$ cat src/rtl/sbox_share_arbiter_if.sv
// sbox_share_arbiter_if
//   Bundles the requester-side handshakes of sbox_share_arbiter.
//   master : requester side (drives v_i, addr_i, yumi_i)
//   slave  : arbiter side   (drives ready_o, v_o, data_o)
//   Signals (bit / byte slice i belongs to requester i):
//     v_i     request valid           ready_o  requester may present a request
//     addr_i  lookup byte per port    v_o      response valid
//     yumi_i  response consumed       data_o   S-box result per port
interface sbox_share_arbiter_if #(
    parameter int num_req_p = 2
);
    logic [num_req_p-1:0]   v_i;
    logic [8*num_req_p-1:0] addr_i;
    logic [num_req_p-1:0]   ready_o;
    logic [num_req_p-1:0]   v_o;
    logic [8*num_req_p-1:0] data_o;
    logic [num_req_p-1:0]   yumi_i;

    modport master (
        output v_i, addr_i, yumi_i,
        input  ready_o, v_o, data_o
    );

    modport slave (
        input  v_i, addr_i, yumi_i,
        output ready_o, v_o, data_o
    );
endinterface

$ cat src/rtl/sbox_share_arbiter.sv
// sbox_share_arbiter
//   Shares one AES S-box table between num_req_p (2..4) requesters.
//   Accepted address is registered (stage A), the table is evaluated from
//   that register, and the result is registered into the tagged requester's
//   response buffer (stage B): accept in cycle t -> v_o in cycle t+2.
//   Each requester may have only one lookup outstanding (busy flag).
//   Ports:
//     clk_i    clock, rising edge
//     reset_i  asynchronous active-high reset
//     req_if   sbox_share_arbiter_if.slave (v_i/addr_i/ready_o, v_o/data_o/yumi_i)
//   Build option:
//     SBOX_SHARE_FIXED_PRIO_EN  defined   -> fixed priority, lowest index wins
//                               undefined -> round-robin with last-grant pointer
module sbox_share_arbiter #(
    parameter int num_req_p = 2
) (
    input  logic                clk_i,
    input  logic                reset_i,
    sbox_share_arbiter_if.slave req_if
);
    localparam int ptr_w_lp = (num_req_p > 2) ? 2 : 1;

    // Standard AES S-box, entry 0 in the most significant byte.
    localparam logic [2047:0] sbox_lp = {
        128'h637c777bf26b6fc53001672bfed7ab76,
        128'hca82c97dfa5947f0add4a2af9ca472c0,
        128'hb7fd9326363ff7cc34a5e5f171d83115,
        128'h04c723c31896059a071280e2eb27b275,
        128'h09832c1a1b6e5aa0523bd6b329e32f84,
        128'h53d100ed20fcb15b6acbbe394a4c58cf,
        128'hd0efaafb434d338545f9027f503c9fa8,
        128'h51a3408f929d38f5bcb6da2110fff3d2,
        128'hcd0c13ec5f974417c4a77e3d645d1973,
        128'h60814fdc222a908846eeb814de5e0bdb,
        128'he0323a0a4906245cc2d3ac629195e479,
        128'he7c8376d8dd54ea96c56f4ea657aae08,
        128'hba78252e1ca6b4c6e8dd741f4bbd8b8a,
        128'h703eb5664803f60e613557b986c11d9e,
        128'he1f8981169d98e949b1e87e9ce5528df,
        128'h8ca1890dbfe6426841992d0fb054bb16
    };

    logic [num_req_p-1:0]   busy_q;
    logic [num_req_p-1:0]   v_q;
    logic [8*num_req_p-1:0] data_q;
    logic [num_req_p-1:0]   eligible;
    logic [num_req_p-1:0]   grant;
    logic [7:0]             grant_addr;
    logic                   a_v_q;
    logic [num_req_p-1:0]   a_tag_q;
    logic [7:0]             a_addr_q;
    logic [7:0]             sbox_out;

    // ready_o is purely registered state gated by reset; no path from v_i/yumi_i.
    assign req_if.ready_o = ~busy_q & {num_req_p{~reset_i}};
    assign req_if.v_o     = v_q;
    assign req_if.data_o  = data_q;

    assign eligible = req_if.v_i & req_if.ready_o;

`ifdef SBOX_SHARE_FIXED_PRIO_EN
    // Scan from the top so the lowest eligible index is the last to overwrite.
    always_comb begin
        grant = '0;
        for (int i = num_req_p - 1; i >= 0; i--) begin
            if (eligible[i]) begin
                grant    = '0;
                grant[i] = 1'b1;
            end
        end
    end
`else
    logic [ptr_w_lp-1:0] ptr_q;
    logic [ptr_w_lp-1:0] grant_idx;
    logic                found;

    // Offsets 1..num_req_p from the pointer; the pointer itself is tried last.
    always_comb begin
        grant     = '0;
        grant_idx = '0;
        found     = 1'b0;
        for (int off = 1; off <= num_req_p; off++) begin
            for (int i = 0; i < num_req_p; i++) begin
                if (!found && eligible[i] && (i == (int'(ptr_q) + off) % num_req_p)) begin
                    grant[i]  = 1'b1;
                    grant_idx = ptr_w_lp'(i);
                    found     = 1'b1;
                end
            end
        end
    end

    // Reset to the last index so requester 0 wins the first contest.
    always_ff @(posedge clk_i or posedge reset_i) begin
        if (reset_i) begin
            ptr_q <= ptr_w_lp'(num_req_p - 1);
        end else if (|grant) begin
            ptr_q <= grant_idx;
        end
    end
`endif

    always_comb begin
        grant_addr = '0;
        for (int i = 0; i < num_req_p; i++) begin
            if (grant[i]) begin
                grant_addr = req_if.addr_i[8*i +: 8];
            end
        end
    end

    assign sbox_out = sbox_lp[2047 - 8*int'(a_addr_q) -: 8];

    // No grant leaves a_v_q low, which is the stage-A bubble.
    always_ff @(posedge clk_i or posedge reset_i) begin
        if (reset_i) begin
            a_v_q    <= 1'b0;
            a_tag_q  <= '0;
            a_addr_q <= '0;
            busy_q   <= '0;
            v_q      <= '0;
            data_q   <= '0;
        end else begin
            a_v_q    <= |grant;
            a_tag_q  <= grant;
            a_addr_q <= grant_addr;
            for (int i = 0; i < num_req_p; i++) begin
                // A grant needs ready_o, so it never coincides with a live response.
                if (grant[i]) begin
                    busy_q[i] <= 1'b1;
                end else if (req_if.yumi_i[i] && v_q[i]) begin
                    busy_q[i] <= 1'b0;
                end

                if (a_v_q && a_tag_q[i]) begin
                    v_q[i]           <= 1'b1;
                    data_q[8*i +: 8] <= sbox_out;
                end else if (req_if.yumi_i[i] && v_q[i]) begin
                    v_q[i] <= 1'b0;
                end
            end
        end
    end
endmodule
$ cat src/flat_wrapper.sv
// flat-port wrapper written by rule: the top's interface ports become plain ports
module sbox_share_arbiter_flat 
#(
    parameter int num_req_p = 2
)
  (clk_i, reset_i, req_if_v_i, req_if_addr_i, req_if_yumi_i, req_if_ready_o, req_if_v_o, req_if_data_o);
  sbox_share_arbiter_if #(.num_req_p(num_req_p)) req_if_i ();
  input  logic clk_i;
  input  logic reset_i;
  input wire logic [$bits(req_if_i.v_i)-1:0] req_if_v_i;
  input wire logic [$bits(req_if_i.addr_i)-1:0] req_if_addr_i;
  input wire logic [$bits(req_if_i.yumi_i)-1:0] req_if_yumi_i;
  output wire logic [$bits(req_if_i.ready_o)-1:0] req_if_ready_o;
  output wire logic [$bits(req_if_i.v_o)-1:0] req_if_v_o;
  output wire logic [$bits(req_if_i.data_o)-1:0] req_if_data_o;
  assign req_if_i.v_i = req_if_v_i;
  assign req_if_i.addr_i = req_if_addr_i;
  assign req_if_i.yumi_i = req_if_yumi_i;
  assign req_if_ready_o = req_if_i.ready_o;
  assign req_if_v_o = req_if_i.v_o;
  assign req_if_data_o = req_if_i.data_o;
  sbox_share_arbiter #(.num_req_p(num_req_p)) u_core (.clk_i(clk_i), .reset_i(reset_i), .req_if(req_if_i));
endmodule
$ cat config.mk
export PLATFORM = sky130hd
export DESIGN_NAME = sbox_share_arbiter_flat
export DESIGN_NICKNAME = d
export VERILOG_FILES = /design/src/rtl/sbox_share_arbiter_if.sv /design/src/rtl/sbox_share_arbiter.sv /design/src/flat_wrapper.sv
export SDC_FILE = /design/constraint.sdc
export NUM_CORES = 1
export LEC_CHECK = 0
export ABC_AREA = 0
export CAP_MARGIN = 30
export CORE_MARGIN = 3
export CORE_UTILIZATION = 57
export CTS_CLUSTER_DIAMETER = 100
export DETAILED_ROUTE_END_ITERATION = 8
export PLACE_DENSITY = 0.8
export SLEW_MARGIN = 20
export SYNTH_ARGS = -nofsm -noshare
export SYNTH_HDL_FRONTEND = slang
export SYNTH_SLANG_ARGS = --single-unit
$ cat constraint.sdc
create_clock -name clk_i -period 7 [get_ports clk_i]
set_input_delay 2.1 -clock clk_i [delete_from_list [all_inputs] [get_ports clk_i]]
set_output_delay 2.1 -clock clk_i [all_outputs]
set_load 0.03 [all_outputs]
==> flow_summary_export.csv, run 1 <==
group,metric,value,unit
route,first_iter_violations,1396,
route,first_pass_iters,9,
hold_path,hp-class,"reg2reg",
synth,synthArstFlopShare,1.00,
critical_path,cp.required,4.90,ns
global_routing,antenna_found_initial,0,
synth,synthesis.area,4640,um^2
floorplan,pin_count,42,
critical_path,path_max_fanout,3,
critical_path,slowest_delay,0.72,ns
timing,fin_tns_setup,0,ns
synth,synth_top_cell_area_share,0.167,
timing,period_needed,5.60,ns
floorplan,dieWidth,96.2,um
clock_network,cts.sinks,32,
global_routing,grt_pass1_wl,29800,um
critical_path,path_cells,"clkdlybuf4s50_1 -> nor2_1 -> clkdlybuf4s50_1",
timing,slew_headroom,0.179,
floorplan,initial_core_util,0.594,
timing,tightest_slew,1.23,ns
clock_network,clockRootBuffer,"clkbuf_8",
timing,drv_slew,0,
synth,synthDistinctLibCells,73,
timing,rsz0062_at_grt,"false",
global_routing,grt_overflow,0,
floorplan,core_area,7810,um^2
cells_and_area,antenna_cells,0,
place,dp.cells,711,
synth,ys.warnings.count,0,
timing,setup-violations-final,0,
synth,synth_nets,666,
synth,synth_seq_cells,32,
critical_path,critPathSlowestCell,"clkdlybuf4s50_1",
place,post-dp-hpwl,13200,um
critical_path,start_kind,"primary input",
route,post-route-drc-count,12,
cells_and_area,fin_cells,719,
clock_network,cts_tree,"built",
synth,yosysSeqAreaShare,0.173,
place,numPortBuffers,41,
route,viasPerCell,8.03,
critical_path,cp-end-kind,"output pin",
timing,finClkSkew,0.0141,ns
clock_network,ctsResizeCount,0,
synth,synth_cells,629,
critical_path,worstPathArrival,3.50,ns
clock_network,clk_latency,0.28,ns
clock_network,clock_path_buffers,2,
synth,synth_flop_cell,"dfrtp_1",
job,maxCapViolCount,0,
timing,max_freq,179,MHz
synth,postSynthAreaPerCell,7.37,um^2
floorplan,fp.dieH,96.2,um
critical_path,crit_path_frequent_cell,"clkdlybuf4s50_1",
power_and_ir_drop,p_per_area,247,nW/um^2
clock_network,htreeDepth,2,
critical_path,critical_path_class,"in2out",
power_and_ir_drop,ir_worst_vdd,159,uV
global_routing,grt_pass1_vias,5176,
clock_network,cts-hold-fix-buffers,0,
timing,final-hold-violation-count,0,
route,vias,5777,
synth,synth_top_area_cell,"dfrtp_1",
floorplan,rows,32,
floorplan,die_area,9250,um^2
run_status,status,"finished, violations left",
critical_path,crit_family,"buffers and inverters",
cells_and_area,fin_nets,653,
place,place_congestion,1.13,
synth,synthTopCellsByArea,"dfrtp_1 (17%), a21oi_1 (4.7%), o21ai_0 (4.5%)",
cells_and_area,drive_gt1_frac,0.0778,
synth,synth_edf_count,0,
clock_network,path_clk_slew,0.07,ns
clock_network,cts_setup_buffers,0,
clock_network,cts_buffers,5,
power_and_ir_drop,p_leak,1.74,nW
global_routing,grt_max_degree,89,
global_routing,grt_util_all_layers,0.429,
route,routed_wl,19800,um
route,ant_nets,0,
cells_and_area,area_growth,6.64,%
timing,setup_slack,1.40,ns
run_status,violations,"design-rule violations",
timing,period_share,0.800,
place,place_ws,1.42,ns
timing,hold_ws,0.488,ns
critical_path,path_buf_inv,2,
route,wire_per_inst,27.6,um
==> final timing paths <==
check	from	endpoint	slack (ns)	depth (start not counted)
max in group asynchronous	reset_i	u_core.req_if.data_o[8]	4.17	3
setup reg to reg	u_core.a_addr_q[1]	u_core.req_if.data_o[4]	3.13	9
min in group asynchronous	reset_i	u_core.a_v_q	2.29	2
hold reg to reg	u_core.busy_q[0]	u_core.busy_q[0]	0.49	1
setup / recovery	reset_i	req_if_ready_o[0]	1.40	3
hold / removal	u_core.busy_q[0]	u_core.busy_q[0]	0.49	1
==> cells in the final DEF, fill, tap and decap left out, types with 6 or more instances in the layout <==
cell type and n:
nand3_1 24, mux2_2 7, dfrtp_1 28, a22o_1 9, a211oi_1 16, a21oi_1 44, o22ai_1 7, o21ai_0 42
nand2b_1 26, o32ai_1 6, nor3_1 25, nor2b_1 24, a211o_1 6, ha_1 15, a31oi_1 23, inv_1 14
a311oi_1 12, mux4_2 6, nor4_1 9, clkdlybuf4s50_1 41, nand2_1 45, mux2i_1 6, o31ai_1 9, and2_1 9
o211ai_1 12, nor2_1 45, buf_4 10, o311ai_0 9
==> layout make-up <==
cell class	instances	area (um^2)
Tap cell	102	128
Inverter	15	56.3
Sequential cell	32	808
Multi-Input combinational cell	510	3370
Clock buffer	7	76.3
Fill cell	694	2860
Clock inverter	1	5.00
Timing Repair Buffer	52	500
==> routing by layer <==
layer	vias up	part of all wire	routed length, um	global-route usage
met1	2572	0.35	6920	0.569
met3	180	0.18	3590	0.180
li1	2375	-	-	-
met5	-	0	0	0
met2	650	0.40	7900	0.596
met4	0	0.071	1410	0.199
==> power by group <==
group          internal, mW  total [mW]  switching, mW
combinational         0.287       0.800          0.513
sequential            0.247       0.289         0.0422
clock                0.0697       0.134         0.0639
==> kinds of logic after synthesis <==
group                    share of synthesized area
AND/OR/NAND/NOR                              0.253
flip-flops                                   0.173
adder cells (fa/ha/maj)                     0.0405
buffers and inverters                        0.100
XOR/XNOR                                   0.00378
AO/OA/AOI/OAI                                0.371
multiplexers                                0.0591
==> through the flow <==
stage          utilization  power, mW  area, um^2
2_1_floorplan            -      0.804        4640
3_3_place_gp         0.621       1.04        4850
3_5_place_dp         0.623       1.05        4860
4_1_cts              0.633       1.19        4940
5_1_grt              0.633       1.27        4940
6_report             0.633       1.22        4940
==> cell usage after synthesis (15+ instances only) <==
library cell	n
a211oi_1	16
a21oi_1	44
a31oi_1	23
buf_2	29
clkbuf_1	27
dfrtp_1	31
ha_1	15
nand2_1	45
nand2b_1	26
nand3_1	24
nor2_1	45
nor2b_1	24
nor3_1	25
o21ai_0	42
==> state kept, by name (all words and copies together), names as in the netlist <==
signal,cells
u_core.req_if.data_o,16
u_core.a_addr_q,8
u_core.a_tag_q,2
u_core.busy_q,2
u_core.req_if.v_o,2
u_core.a_v_q,1
u_core.ptr_q,1
No activity file was read; power rests on OpenSTA's default activity.
==> inputs of run 2 (changes only) <==
CORE_UTILIZATION = 54   (was 57)
clock period = 4.49 ns   (was 7 ns; I/O delays follow)
==> flow_summary_export.csv, run 2 (same netlist as run 1, synthesis figures left out) <==
group,metric,value,unit
run_status,status,"complete, no violations",
route,routed_wl,20400,um
clock_network,cts_tree,"built",
critical_path,slowest_delay,0.71,ns
timing,hold_ws,0.484,ns
timing,drv_slew,0,
floorplan,pin_count,42,
floorplan,rows,33,
timing,max_freq,246,MHz
route,post-route-drc-count,0,
cells_and_area,drive_gt1_frac,0.0913,
power_and_ir_drop,ir_worst_vdd,242,uV
clock_network,cts_setup_buffers,0,
timing,setup-violations-final,0,
critical_path,critPathSlowestCell,"clkdlybuf4s50_1",
global_routing,top_usage_layer,"met2",
route,viasPerCell,7.92,
timing,final-hold-violation-count,0,
global_routing,gr-usage-met3,0.182,
place,numPortBuffers,41,
cells_and_area,largest_reg_flops,16,
critical_path,worstPathArrival,2.71,ns
global_routing,grt_use_met2,0.550,
power_and_ir_drop,p_leak,1.79,nW
power_and_ir_drop,p_per_area,397,nW/um^2
timing,fin_tns_setup,0,ns
clock_network,cts.sinks,32,
place,post-dp-hpwl,14000,um
critical_path,start_kind,"primary input",
global_routing,grt_pass1_wl,30400,um
hold_path,hp-class,"reg2reg",
cells_and_area,utilization,0.610,
cells_and_area,area_growth,8.61,%
clock_network,path_clk_slew,0.07,ns
critical_path,crit_family,"buffers and inverters",
cells_and_area,fin_nets,660,
clock_network,clk_latency,0.28,ns
clock_network,ctsResizeCount,0,
global_routing,grtUsageMet1,0.517,
cells_and_area,antenna_cells,0,
clock_network,htreeDepth,2,
place,place_congestion,1.14,
route,ant_nets,0,
critical_path,cp.required,3.14,ns
global_routing,antenna_found_initial,0,
global_routing,grt_max_degree,69,
critical_path,critical_path_class,"in2out",
global_routing,grt_pass1_vias,5201,
global_routing,grt_util_all_layers,0.401,
clock_network,cts_buffers,5,
floorplan,die_area,9730,um^2
route,first_pass_iters,7,
timing,finClkSkew,0.00399,ns
floorplan,fp.dieH,98.7,um
cells_and_area,layout_common_cells,"nand2_1 (45), nor2_1 (45), a21oi_1 (44), o21ai_0 (42), clkdlybuf4s50_1 (41)",
cells_and_area,fill_cells,787,
floorplan,dieWidth,98.7,um
critical_path,path_cells,"clkdlybuf4s50_1 -> nor2_1 -> clkdlybuf4s50_1",
critical_path,crit_path_frequent_cell,"clkdlybuf4s50_1",
route,wire_per_inst,28.0,um
clock_network,cts-hold-fix-buffers,0,
clock_network,clock_path_buffers,2,
global_routing,grt_overflow,0,
floorplan,core_area,8260,um^2
timing,period_needed,4.06,ns
clock_network,clockRootBuffer,"clkbuf_8",
floorplan,initial_core_util,0.562,
timing,period_share,0.904,
critical_path,cp-end-kind,"output pin",
critical_path,path_buf_inv,2,
route,vias,5776,
job,maxCapViolCount,0,
timing,slew_headroom,0.288,
timing,tightest_slew,1.07,ns
critical_path,path_max_fanout,3,
timing,rsz0062_at_grt,"false",
route,first_iter_violations,1241,
-- run 2: cell count changes in the layout (fill, tap and decap cells not counted) --
cell / change
buf_4: +7
bufinv_16: +1
clkbuf_1: -2
buf_12: +1
buf_8: -1
clkinvlp_4: +1
-- run 2: power breakdown --
| part | internal [mW] | switching (mW) |
|---|---|---|
| Combinational | 0.457 | 0.789 |
| Clock | 0.164 | 0.116 |
| Sequential | 0.384 | 0.0898 |
| Total | 1.00 | 0.995 |
-- run 2: metal layers --
| metal | share of wire | vias up |
|---|---|---|
| met5 | 0 | - |
| met4 | 0.078 | 0 |
| met3 | 0.16 | 164 |
| met2 | 0.39 | 608 |
| met1 | 0.37 | 2617 |
| li1 | - | 2387 |
-- run 2: metrics by stage --
| stage | total power [mW] | instance area [um^2] | worst slack [ns] | std cells |
|---|---|---|---|---|
| floorplan | 1.25 | 4640 | 1.32 | 629 |
| global placement | 1.65 | 4920 | 0.480 | 721 |
| detailed placement | 1.66 | 4920 | 0.427 | 721 |
| CTS | 1.94 | 5040 | 0.426 | 729 |
| global route | 2.07 | 5040 | 0.381 | 729 |
| finish | 2.00 | 5040 | 0.429 | 729 |
-- run 2: final cells by class --
class,count,area (um^2),share of cell area
clock buffers,5,68.8,0.0137
clock inverters,3,42.5,0.00845
inverters,15,56.3,0.0112
multi-input cells,510,3370,0.669
flip-flops and latches,32,808,0.160
well taps,105,131,0.0261
repair buffers,59,558,0.111
-- run 2: final timing paths --
kind | from | to | slack, ns | depth (start not counted)
worst min register to register | u_core.busy_q[0] | u_core.busy_q[0] | 0.48 | 1
worst min-delay path | u_core.busy_q[0] | u_core.busy_q[0] | 0.48 | 1
worst max register to register | u_core.a_addr_q[1] | u_core.req_if.data_o[2] | 1.01 | 7
min in group asynchronous | reset_i | u_core.req_if.v_o[0] | 1.53 | 3
max in group asynchronous | reset_i | u_core.a_addr_q[3] | 2.64 | 3
worst max-delay path | reset_i | req_if_ready_o[0] | 0.43 | 3
